--- src/rtl/snap_phase_pkg.sv ---
// Shared constants for the phase snapshot controller: FSM encoding,
// control-word field positions and status-word bit positions.
package snap_phase_pkg;

    typedef enum logic [1:0] {
        ST_IDLE    = 2'd0,
        ST_ARMED   = 2'd1,
        ST_CAPTURE = 2'd2,
        ST_DONE    = 2'd3
    } state_t;

    localparam int CHAN_W = 9;

    localparam int CTRL_ARM_BIT       = 0;
    localparam int CTRL_TRIG_MODE_BIT = 1;
    localparam int CTRL_CHAN_ALL_BIT  = 2;
    localparam int CTRL_CHAN_SEL_LSB  = 4;

    localparam int STAT_DONE_BIT = 31;
    localparam int STAT_BUSY_BIT = 30;

    function automatic logic is_busy(input state_t st);
        return (st == ST_ARMED) || (st == ST_CAPTURE);
    endfunction

endpackage

--- src/rtl/snap_phase_qual.sv ---
// Sample qualifier: accepts a valid sample while capturing when either all
// channels are selected or the sample's channel equals the selected one.
module snap_phase_qual
    import snap_phase_pkg::*;
(
    input  logic              enable,
    input  logic              in_valid,
    input  logic              chan_all,
    input  logic [CHAN_W-1:0] chan_sel,
    input  logic [CHAN_W-1:0] chan_in,
    output logic              sample_ok
);

    logic chan_match;

    assign chan_match = chan_all || (chan_in == chan_sel);
    assign sample_ok  = enable && in_valid && chan_match;

endmodule

--- src/rtl/snap_phase_ctrl.sv ---
// Phase snapshot capture controller: arms on a rising edge of the arm bit,
// optionally waits for an external trigger, then writes qualified samples.
module snap_phase_ctrl
    import snap_phase_pkg::*;
#(
    parameter int ADDR_W = 10,
    parameter int DATA_W = 32
) (
    input  logic              user_clk,
    input  logic              user_rst,
    input  logic [31:0]       ctrl_reg,
    input  logic              ext_trig,
    input  logic              in_valid,
    input  logic [8:0]        chan_in,
    input  logic [DATA_W-1:0] phase_in,
    output logic              bram_we,
    output logic [ADDR_W-1:0] bram_addr,
    output logic [DATA_W-1:0] bram_din,
    output logic [31:0]       status_addr
);

    // Count needs ADDR_W+1 bits so a full buffer reads back as 2**ADDR_W;
    // it must also fit below the busy bit of the status word (ADDR_W <= 29).
    localparam logic [ADDR_W:0] COUNT_ONE = (ADDR_W + 1)'(1);

    logic              arm_lvl;
    logic              trig_ext;
    logic              chan_all;
    logic [CHAN_W-1:0] chan_sel;
    logic              unused_ctrl;

    assign arm_lvl     = ctrl_reg[CTRL_ARM_BIT];
    assign trig_ext    = ctrl_reg[CTRL_TRIG_MODE_BIT];
    assign chan_all    = ctrl_reg[CTRL_CHAN_ALL_BIT];
    assign chan_sel    = ctrl_reg[CTRL_CHAN_SEL_LSB +: CHAN_W];
    assign unused_ctrl = ^{ctrl_reg[31:13], ctrl_reg[3]};

    state_t            state_q, state_d;
    logic              arm_q;
    logic [ADDR_W:0]   count_q, count_d;
    logic              we_q, we_d;
    logic [ADDR_W-1:0] addr_q, addr_d;
    logic [DATA_W-1:0] din_q, din_d;
    logic [31:0]       status_q, status_d;

    logic arm_edge;
    logic sample_ok;
    logic last_slot;

    assign arm_edge  = arm_lvl && !arm_q;
    assign last_slot = (count_q[ADDR_W-1:0] == {ADDR_W{1'b1}});

    snap_phase_qual u_qual (
        .enable    (state_q == ST_CAPTURE),
        .in_valid  (in_valid),
        .chan_all  (chan_all),
        .chan_sel  (chan_sel),
        .chan_in   (chan_in),
        .sample_ok (sample_ok)
    );

    always_comb begin
        state_d = state_q;
        count_d = count_q;
        we_d    = 1'b0;
        addr_d  = addr_q;
        din_d   = din_q;

        case (state_q)
            ST_IDLE, ST_DONE: begin
                if (arm_edge) begin
                    count_d = '0;
                    state_d = trig_ext ? ST_ARMED : ST_CAPTURE;
                end
            end
            ST_ARMED: begin
                // Dropping arm while waiting cancels; the trigger cycle's
                // own sample is never captured since qualify needs CAPTURE.
                if (!arm_lvl) begin
                    state_d = ST_IDLE;
                end else if (ext_trig) begin
                    state_d = ST_CAPTURE;
                end
            end
            ST_CAPTURE: begin
                if (sample_ok) begin
                    we_d    = 1'b1;
                    addr_d  = count_q[ADDR_W-1:0];
                    din_d   = phase_in;
                    count_d = count_q + COUNT_ONE;
                    if (last_slot) begin
                        state_d = ST_DONE;
                    end
                end
            end
            default: state_d = ST_IDLE;
        endcase
    end

    always_comb begin
        status_d                = '0;
        status_d[STAT_DONE_BIT] = (state_q == ST_DONE);
        status_d[STAT_BUSY_BIT] = is_busy(state_q);
        status_d[ADDR_W:0]      = count_q;
    end

    always_ff @(posedge user_clk or posedge user_rst) begin
        if (user_rst) begin
            state_q  <= ST_IDLE;
            arm_q    <= 1'b0;
            count_q  <= '0;
            we_q     <= 1'b0;
            addr_q   <= '0;
            din_q    <= '0;
            status_q <= '0;
        end else begin
            state_q  <= state_d;
            arm_q    <= arm_lvl;
            count_q  <= count_d;
            we_q     <= we_d;
            addr_q   <= addr_d;
            din_q    <= din_d;
            status_q <= status_d;
        end
    end

    assign bram_we     = we_q;
    assign bram_addr   = addr_q;
    assign bram_din    = din_q;
    assign status_addr = status_q;

endmodule

--- config.mk ---
export PLATFORM = sky130hd
export DESIGN_NAME = snap_phase_ctrl
export DESIGN_NICKNAME = d
export VERILOG_FILES = /design/src/rtl/snap_phase_pkg.sv /design/src/rtl/snap_phase_qual.sv /design/src/rtl/snap_phase_ctrl.sv
export SDC_FILE = /design/constraint.sdc
export NUM_CORES = 1
export LEC_CHECK = 0
export BUFFER_PORTS_ARGS = -buffer_cell sky130_fd_sc_hd__buf_4
export CAP_MARGIN = 20
export CORE_ASPECT_RATIO = 0.9
export CORE_MARGIN = 3
export CORE_UTILIZATION = 49
export CTS_CLUSTER_SIZE = 10
export DETAILED_ROUTE_END_ITERATION = 6
export PLACE_DENSITY = 0.95
export SLEW_MARGIN = 20
export SYNTH_ARGS = -nofsm -noshare
export SYNTH_HDL_FRONTEND = slang
export SYNTH_HIERARCHICAL = 1
export SYNTH_SLANG_ARGS = --single-unit
--- constraint.sdc ---
create_clock -name user_clk -period 4.4 [get_ports user_clk]
set_input_delay 0.44 -clock user_clk [delete_from_list [all_inputs] [get_ports user_clk]]
set_output_delay 0.44 -clock user_clk [all_outputs]
set_load 0.01 [all_outputs]
==> results of run 1 <==
stage by stage:
step | power [mW] | utilization (%)
6_report | 2.29 | 69.2
3_5_place_dp | 1.84 | 66.0
4_1_cts | 2.32 | 69.2
3_3_place_gp | 1.79 | 66.0
5_1_grt | 2.44 | 69.2
2_1_floorplan | 1.44 | -
how the worst max path moves through the flow:
stage,depth (start not counted),start,end
floorplan,8,state_q[0]$_DFFE_PP0P_,bram_din[0]$_DFFE_PP0P_
global placement,8,state_q[0]$_DFFE_PP0P_,count_q[8]$_DFFE_PP0P_
detailed placement,8,state_q[0]$_DFFE_PP0P_,count_q[8]$_DFFE_PP0P_
CTS,8,state_q[0]$_DFFE_PP0P_,count_q[8]$_DFFE_PP0P_
global route,8,state_q[0]$_DFFE_PP0P_,count_q[8]$_DFFE_PP0P_
finish,8,state_q[0]$_DFFE_PP0P_,count_q[8]$_DFFE_PP0P_
final cells by class:
| cell class | count | share of cell area, % |
|---|---|---|
| Clock inverter | 6 | 1.13 |
| Inverter | 6 | 0.565 |
| Sequential cell | 70 | 44.0 |
| Clock buffer | 10 | 3.45 |
| Timing Repair Buffer | 113 | 21.3 |
| Multi-Input combinational cell | 143 | 27.4 |
| Tap cell | 70 | 2.20 |
kinds of logic after synthesis:
| family | synth area share [%] |
|---|---|
| adder cells (fa/ha/maj) | 1.68 |
| other | 0.126 |
| flip-flops | 59.0 |
| XOR/XNOR | 2.95 |
| buffers and inverters | 6.53 |
| multiplexers | 17.3 |
| AND/OR/NAND/NOR | 7.37 |
| AO/OA/AOI/OAI | 5.05 |
per-layer routing:
| layer | global-route usage (%) | vias to the layer above |
|---|---|---|
| met1 | 22.2 | 1010 |
| met4 | 4.38 | 0 |
| li1 | - | 986 |
| met2 | 29.7 | 123 |
| met3 | 7.12 | 4 |
| met5 | 0 | - |
layout by cell type (no fill, tap or decap), types with 2 or more instances in the layout:
cell type	synthesis	routed
a21oi_1	3	3
buf_4	19	113
clkbuf_8	0	10
clkinvlp_4	0	3
conb_1	1	19
dfrtp_1	70	70
ha_1	4	4
inv_1	5	4
inv_2	1	2
inv_6	0	2
mux2_2	43	43
mux2i_1	3	3
nand2_1	16	16
nand3_1	6	6
nand4_1	5	5
nor2_1	3	3
nor2b_1	2	2
nor3_1	2	2
o21ai_0	7	7
o31ai_1	3	3
or4_1	2	2
xnor2_1	10	10
flip-flops by register name, indices dropped and copies added, names as in the netlist:
signal and cells:
bram_we 1, bram_addr 10, state_q 2, count_q 11
arm_q 1, status_addr 13, bram_din 32
power by group through the flow:
stage	combinational (mW)	clock, mW	sequential (mW)
after floorplan	0.393	0	1.05
after detailed placement	0.861	0	0.982
after global placement	0.829	0	0.962
after CTS	0.864	0.487	0.969
final	0.855	0.466	0.969
after global routing	0.934	0.513	0.996
==> flow_summary.ini, run 1 <==
[cells_and_area]
nNetsFinal = 424
stdcell_count = 418
diodes = 0
layout-drive-gt1-share_pct = 50.3
regArea_sq_mm = 0.00175
design_area_sq_mm = 0.00399
multi_input_area_sq_mm = 0.00109
final.fill_count = 422
syn_to_final_growth_pct = 34.2

[critical_path]
rr_endpoint = count_q[8]$_DFFE_PP0P_
cp-end-kind = flop
reg2reg_from = state_q[0]$_DFFE_PP0P_
start_kind = flop
crit_path_max_fanout = 37
worstSetupPathType = reg -> reg
max_stage_delay_ns = 0.70
regToRegSetupSlack_ns = 1.15
path_delay_family = buffers and inverters
slowest_stage = inv_2
r2r_cells = 8
crit_top_cell = nand2_1
path_cells = inv_1, ha_1, nand3_1, o31ai_2, nand2_1, inv_2, nand2_1, o41ai_1
required_ns = 4.63
cp.buffers_inverters = 2
critPathArrivalTime_ns = 3.48

[grt]
antenna_found_initial = 0
grt_pass1_wl_um = 9680
grt_pass1_vias = 2129
track_usage_pct = 18.0
grt_start_max_net_pins = 39
overflow = 0

[pwr]
p_leak_nw = 2.00
p_int_mw = 1.53
power_frac_seq_pct = 42.3
ir_worst_vdd_mv = 0.285
swShare_pct = 33.0
p_sw_mw = 0.757
power_frac_clock_pct = 20.4
power_density_mw_per_mm2 = 575
p_comb_share_pct = 37.3

[clock_tree]
hold_buffers = 0
cts.clk_slew.worst_paths_ns = 0.08
cts_tree = built
cts.sinks = 70
h-tree-depth = 3
cts_resized = 0
postCtsSetupBuffers = 0
cts_buffers = 9
cts-root-buf = clkbuf_8
clock_latency_ns = 0.33
clockBufferDepth = 2

[sta]
clock-skew-final_ns = 0.00388
clock.fmax_mhz = 308
relSlewSlack_pct = 49.9
hold_viol = 0
rsz0062_at_grt = no
finalSetupViolCount = 0
worst_slack_ns = 1.15
hold_ws_ns = 0.232
drv_slew = 0
tns_ns = 0
worst_slew_pin_slew_ns = 0.751
min_period_over_period_pct = 73.9
period_minus_slack_ns = 3.25

[routing]
met2_length_um = 3090
ant_nets = 0
vias = 2123
top_layer = met4
m1WireLength_um = 2620
drtPass1Iterations = 4
wirelength_um = 6450
routedWlPerCell_um = 15.4
drt_iter0_drc = 117
via_per_inst = 5.08
drc_errors = 0
wl_met3_um = 705

[outcome]
status = finished, final reports clean

[synth]
yosys-top-cells-area = dfrtp_1 (59%), mux2_2 (16%), buf_4 (4.8%)
netlist_instances = 226
synth_cell_types = 36
ys_ff_latch = 70
ys_seq_area_share_pct = 59.0
synth.top_cell.area_share_pct = 59.0
synth_edf_count = 0
synthMostInstantiatedCell = dfrtp_1
yosys.area.top_type = dfrtp_1
synth_warnings = 6
async_flop_share_pct = 100
avgSynthCellArea_sq_um = 13.1
synth_common_cells = dfrtp_1 (70), mux2_2 (43), buf_4 (19)
synth_area_sq_mm = 0.00297
ys.flop_type = dfrtp_1

[place]
place_area_sq_mm = 0.00380
portBuffers = 112
gp_congestion = 0.832
dp.cells = 402
dpl_worst_slack_ns = 1.15
dp_hpwl_um = 4840

[floorplanning]
core_sq_mm = 0.00576
core.rowCount = 26
ioPinCount = 152
start_util_pct = 51.6
die_area_sq_mm = 0.00703
chipWidth_um = 88.1
chipHeight_um = 79.9

[job]
cap_violations = 0

[worst_hold_path]
min_path_cells = 1
min_from = ctrl_reg[0]
hold_class = in -> reg
hold-path-endpoint = arm_q$_DFF_PP0_
Note: power is estimated with default switching activity, not from simulation.
==> inputs of run 2 (changes only) <==
CORE_UTILIZATION = 41   (was 49)
PLACE_DENSITY = 0.86   (was 0.95)
clock period = 2.95 ns   (was 4.4 ns; I/O delays follow)
==> run 2 against run 1 <==
Effect of this change:
- hold slack lost 0.15 ns
- critical path depth stayed put
- design area is 2.8% higher
- via count down 0.80%
- combinational power rose by 49%
- count of clock-buffer cells in the layout grew 1
- largest cell class unchanged
- wire length is 0.92% lower
- clock power grew 76%
- non-clock buffer count is 5 higher
- first-iteration DRC count down 49%
- power up 54%
==> flow_summary.ini, run 2 (synthesized netlist as in run 1, its figures left out) <==
[sta]
relSlewSlack_pct = 61.0
finalSetupViolCount = 0
tns_ns = 0
drv_slew = 0
period_minus_slack_ns = 2.37
clock-skew-final_ns = 0.00430
clock.fmax_mhz = 423
min_period_over_period_pct = 80.2
hold_viol = 0
rsz0062_at_grt = no
worst_slew_pin_slew_ns = 0.570

[critical_path]
max_stage_delay_ns = 0.54
critPathLaunch = state_q[0]$_DFFE_PP0P_
cp.buffers_inverters = 1
worstSetupPathType = reg -> reg
rr_endpoint = count_q[7]$_DFFE_PP0P_
r2r_cells = 8
start_kind = flop
required_ns = 3.20
path_cells = inv_1, ha_1, nand3_1, o31ai_2, mux2i_1, a21o_1, or4_1, a21oi_1
path_depth = 8
slowest_stage = or4_1
critPathArrivalTime_ns = 2.61
crit_path_end = count_q[7]$_DFFE_PP0P_
path_delay_family = compound AO/OA/AOI/OAI gates
crit_path_max_fanout = 14
reg2reg_from = state_q[0]$_DFFE_PP0P_
regToRegSetupSlack_ns = 0.58
cp-end-kind = flop

[place]
gp_congestion = 0.849
portBuffers = 112
dp_hpwl_um = 4910

[clock_tree]
clockBufferDepth = 2
postCtsSetupBuffers = 0
clock_latency_ns = 0.33
cts-root-buf = clkbuf_8
cts_resized = 0
cts_tree = built
h-tree-depth = 3
hold_buffers = 1
cts.sinks = 70
cts.clk_slew.worst_paths_ns = 0.07
cts_buffers = 9

[routing]
m1WireLength_um = 2500
drc_errors = 0
met2_length_um = 3070
wirelength_um = 6390
routedWlPerCell_um = 14.4
drt_iter0_drc = 60
drtPass1Iterations = 4
via_per_inst = 4.75
wl_met3_um = 717
top_layer = met4
ant_nets = 0
vias = 2106

[cells_and_area]
diodes = 0
largest_reg_flops = 32
syn_to_final_growth_pct = 37.9
nNetsFinal = 429
final_common_cell = buf_4
final_cell_mix = buf_4 (116), dfrtp_1 (70), mux2_2 (43)
final_util_pct = 60.3
layout-drive-gt1-share_pct = 50.1

[pwr]
power_density_mw_per_mm2 = 863
total_power_mw = 3.54
ir_worst_vdd_mv = 0.361
p_leak_nw = 2.04

[job]
cap_violations = 0

[worst_hold_path]
min_from = ctrl_reg[0]
hold_class = in -> reg

[grt]
track_usage_pct = 15.7
grt_start_max_net_pins = 26
antenna_found_initial = 0
overflow = 0
grt_pass1_vias = 2091
grt_pass1_wl_um = 9780

[outcome]
status = finished, final reports clean

[floorplanning]
ioPinCount = 152
core_sq_mm = 0.00680
chipWidth_um = 95.7
die_area_sq_mm = 0.00830
chipHeight_um = 86.8
core.rowCount = 28
start_util_pct = 43.7
==> run 2: metal layers <==
layer	GRT usage, %	vias to the layer above
li1	-	1001
met1	17.5	985
met2	26.3	109
met3	7.38	11
met4	5.43	0
met5	0	-
==> run 2: power by group <==
group          switching, mW  internal (mW)  leakage (nW)  total, mW
Combinational          0.567          0.705          1.03       1.27
Sequential             0.178           1.26         0.911       1.44
Clock                  0.343          0.478        0.0998      0.821
Total                   1.09           2.45          2.04       3.54
==> run 2: how the worst min path moves through the flow <==
stage	endpoint	slack, ns	cells past startpoint
after floorplan	arm_q$_DFF_PP0_	0.33	0
after global placement	bram_din[14]$_DFFE_PP0P_	0.34	2
after detailed placement	bram_din[11]$_DFFE_PP0P_	0.35	2
after CTS	arm_q$_DFF_PP0_	0.06	1
after global routing	arm_q$_DFF_PP0_	0.05	1
final	arm_q$_DFF_PP0_	0.08	1
==> run 2: area by class of cell <==
cell class / instances / area (sq um)
inverter: 6 / 22.5
sequential: 70 / 1750
multi-input combinational: 143 / 1090
fill: 553 / 2700
clock inverter: 5 / 83.8
clock buffer: 11 / 131
timing repair buffer: 118 / 901
tap: 90 / 113
==> run 2: metrics by stage <==
step           area (sq um)  instances  hold WS, ns  setup slack, ns
2_1_floorplan          3040        244        0.326            0.723
3_3_place_gp           3870        426        0.342            0.610
3_5_place_dp           3870        426        0.352            0.584
4_1_cts                4100        443       0.0643            0.563
5_1_grt                4100        443       0.0549            0.405
6_report               4100        443       0.0848            0.585
==> run 2: worst reg2reg max path: cells and delay by family, from the launching register on <==
family                   cells  cell delay, ns
AND/OR/NAND/NOR              2            0.63
AO/OA/AOI/OAI                3            0.84
flip-flops                   1            0.40
buffers and inverters        1            0.08
adder cells (fa/ha/maj)      1            0.18
multiplexers                 1            0.14
==> inputs of run 3 (changes only) <==
ABC_AREA = 1   (was unset)
clock period = 2.1 ns   (was 2.95 ns; I/O delays follow)
==> run 3 against run 2 <==
Effect of this change:
- flip-flop and latch count is the same
- non-clock buffer count grew 1
- fmax increased by 42%
- synthesized cell count grew 59%
- sequential share of layout area is 1.1 points lower
- power rose by 36%
- first-iteration DRC count grew 67%
- clock skew rose by 0.0012 ns
- largest power group unchanged
==> flow_summary.ini, run 3 <==
[pwr]
power_density_mw_per_mm2 = 1140
p_leak_nw = 2.34
ir_worst_vdd_mv = 0.383

[sta]
hold_viol = 0
min_period_over_period_pct = 79.5
clock.fmax_mhz = 599
period_minus_slack_ns = 1.67
drv_slew = 0
finalSetupViolCount = 0
worst_slew_pin_slew_ns = 0.677
clock-skew-final_ns = 0.00547
rsz0062_at_grt = no
relSlewSlack_pct = 54.8
tns_ns = 0

[floorplanning]
start_util_pct = 42.9
die_area_sq_mm = 0.00859
chipHeight_um = 88.2
core.rowCount = 29
chipWidth_um = 97.4
ioPinCount = 152
core_sq_mm = 0.00718

[synth]
synth_cell_types = 23
synth_area_sq_mm = 0.00308
synthMostInstantiatedCell = nand2_1
ys_seq_area_share_pct = 56.9
ys_ff_latch = 70
yosys-top-cells-area = dfrtp_1 (57%), nand2_1 (19%), buf_4 (4.9%)
netlist_instances = 359
ys.flop_type = dfrtp_1
synth_warnings = 6
synth_edf_count = 0
synth_common_cells = nand2_1 (154), dfrtp_1 (70), inv_1 (29)
yosys.area.top_type = dfrtp_1
async_flop_share_pct = 100
avgSynthCellArea_sq_um = 8.58
synth.top_cell.area_share_pct = 56.9

[grt]
track_usage_pct = 15.9
antenna_found_initial = 0
grt_pass1_vias = 2431
overflow = 0
grt_start_max_net_pins = 39
grt_pass1_wl_um = 10800

[critical_path]
cp-end-kind = flop
crit_path_max_fanout = 13
max_stage_delay_ns = 0.42
cp.buffers_inverters = 3
worstSetupPathType = reg -> reg
path_delay_family = simple AND/OR/NAND/NOR gates
critPathArrivalTime_ns = 1.93
r2r_cells = 9
rr_endpoint = count_q[6]$_DFFE_PP0P_
slowest_stage = dfrtp_1
regToRegSetupSlack_ns = 0.43
start_kind = flop
path_cells = inv_1, ha_1, buf_4, nor2_1, inv_2, nand2_2, nor2_4, nand4_1, o21ai_0
required_ns = 2.36
reg2reg_from = state_q[0]$_DFFE_PP0P_

[clock_tree]
cts_resized = 0
cts_buffers = 9
clock_latency_ns = 0.34
cts.sinks = 70
cts.clk_slew.worst_paths_ns = 0.07
postCtsSetupBuffers = 0
h-tree-depth = 3
hold_buffers = 2
clockBufferDepth = 2
cts-root-buf = clkbuf_8
cts_tree = built

[cells_and_area]
nNetsFinal = 559
diodes = 0
syn_to_final_growth_pct = 36.6
largest_reg_flops = 32
stdcell_count = 575
final_common_cell = nand2_1
layout-drive-gt1-share_pct = 29.0
final.fill_count = 624
final_cell_mix = nand2_1 (154), buf_4 (115), dfrtp_1 (70)

[worst_hold_path]
min_from = phase_in[14]
hold_class = in -> reg
min_path_cells = 3
hold-path-endpoint = bram_din[14]$_DFFE_PP0P_

[place]
dp.cells = 558
gp_congestion = 0.869
dp_hpwl_um = 5130
portBuffers = 112

[outcome]
status = finished, final reports clean

[routing]
routedWlPerCell_um = 11.7
vias = 2573
drtPass1Iterations = 4
wirelength_um = 6740
drc_errors = 0
ant_nets = 0
drt_iter0_drc = 100
via_per_inst = 4.47

[job]
cap_violations = 0
run 3: cell count changes in the layout (fill, tap and decap cells not counted), moves of 5 or more:
cell | before | now
nand2_1 | 16 | 154
nand3_1 | 6 | 13
o21ai_0 | 7 | 18
mux2_2 | 43 | 0
o21ai_1 | 0 | 6
xnor2_1 | 10 | 3
nor2_1 | 3 | 8
inv_1 | 4 | 28
run 3: worst min-delay path: stages:
cell	delay (ns)
buf_4	0.08
nand2_1	0.04
nand2_1	0.05
run 3: worst max-delay path by stage:
| stage | from | depth (start not counted) | to | slack, ns |
|---|---|---|---|---|
| after detailed placement | ctrl_reg[11] | 11 | count_q[2]$_DFFE_PP0P_ | 0.35 |
| final | state_q[0]$_DFFE_PP0P_ | 9 | count_q[6]$_DFFE_PP0P_ | 0.43 |
| after global placement | ctrl_reg[11] | 11 | count_q[2]$_DFFE_PP0P_ | 0.40 |
| after CTS | state_q[0]$_DFFE_PP0P_ | 9 | count_q[4]$_DFFE_PP0P_ | 0.44 |
| after global routing | state_q[0]$_DFFE_PP0P_ | 10 | count_q[4]$_DFFE_PP0P_ | 0.23 |
| after floorplan | user_rst | 1 | arm_q$_DFF_PP0_ | 0.12 |
run 3: cells by family after synthesis:
family,Yosys count,synth area share (%)
buf+inv,60,10.0
xor+xnor,5,1.42
simple gates,188,24.7
other cells,1,0.122
compound gates,31,5.28
flops,70,56.9
fa+ha+maj,4,1.63
run 3: metrics by stage:
stage / cell area, sq um / utilization [%] / worst slack [ns] / hold WS [ns] / total power [mW]
final: 4210 / 58.5 / 0.431 / 0.0664 / 4.81
after floorplan: 3150 / - / 0.122 / 0.241 / 2.91
after CTS: 4210 / 58.5 / 0.442 / 0.0466 / 4.88
after global routing: 4210 / 58.5 / 0.231 / 0.0505 / 5.16
after detailed placement: 3980 / 55.3 / 0.355 / 0.341 / 3.72
after global placement: 3980 / 55.3 / 0.401 / 0.339 / 3.66
run 3: routing by layer:
layer	vias to the layer above	track usage, %	wire length, um
met5	-	0	0
met4	0	5.16	106
met3	10	6.38	527
met2	95	27.3	3230
met1	1154	18.7	2880
li1	1314	-	-
run 3: area by class of cell:
type,instances,area (sq um),share of cell area [%]
flip-flops and latches,70,1750,41.7
multi-input cells,247,1090,25.9
repair buffers,119,923,22.0
clock buffers,9,124,2.95
inverters,31,116,2.77
well taps,93,116,2.77
clock inverters,6,86.3,2.05
run 3: power by group:
group	total, mW	switching [mW]	internal [mW]
logic	1.73	0.926	0.804
clock network	1.13	0.472	0.661
registers	1.95	0.218	1.73
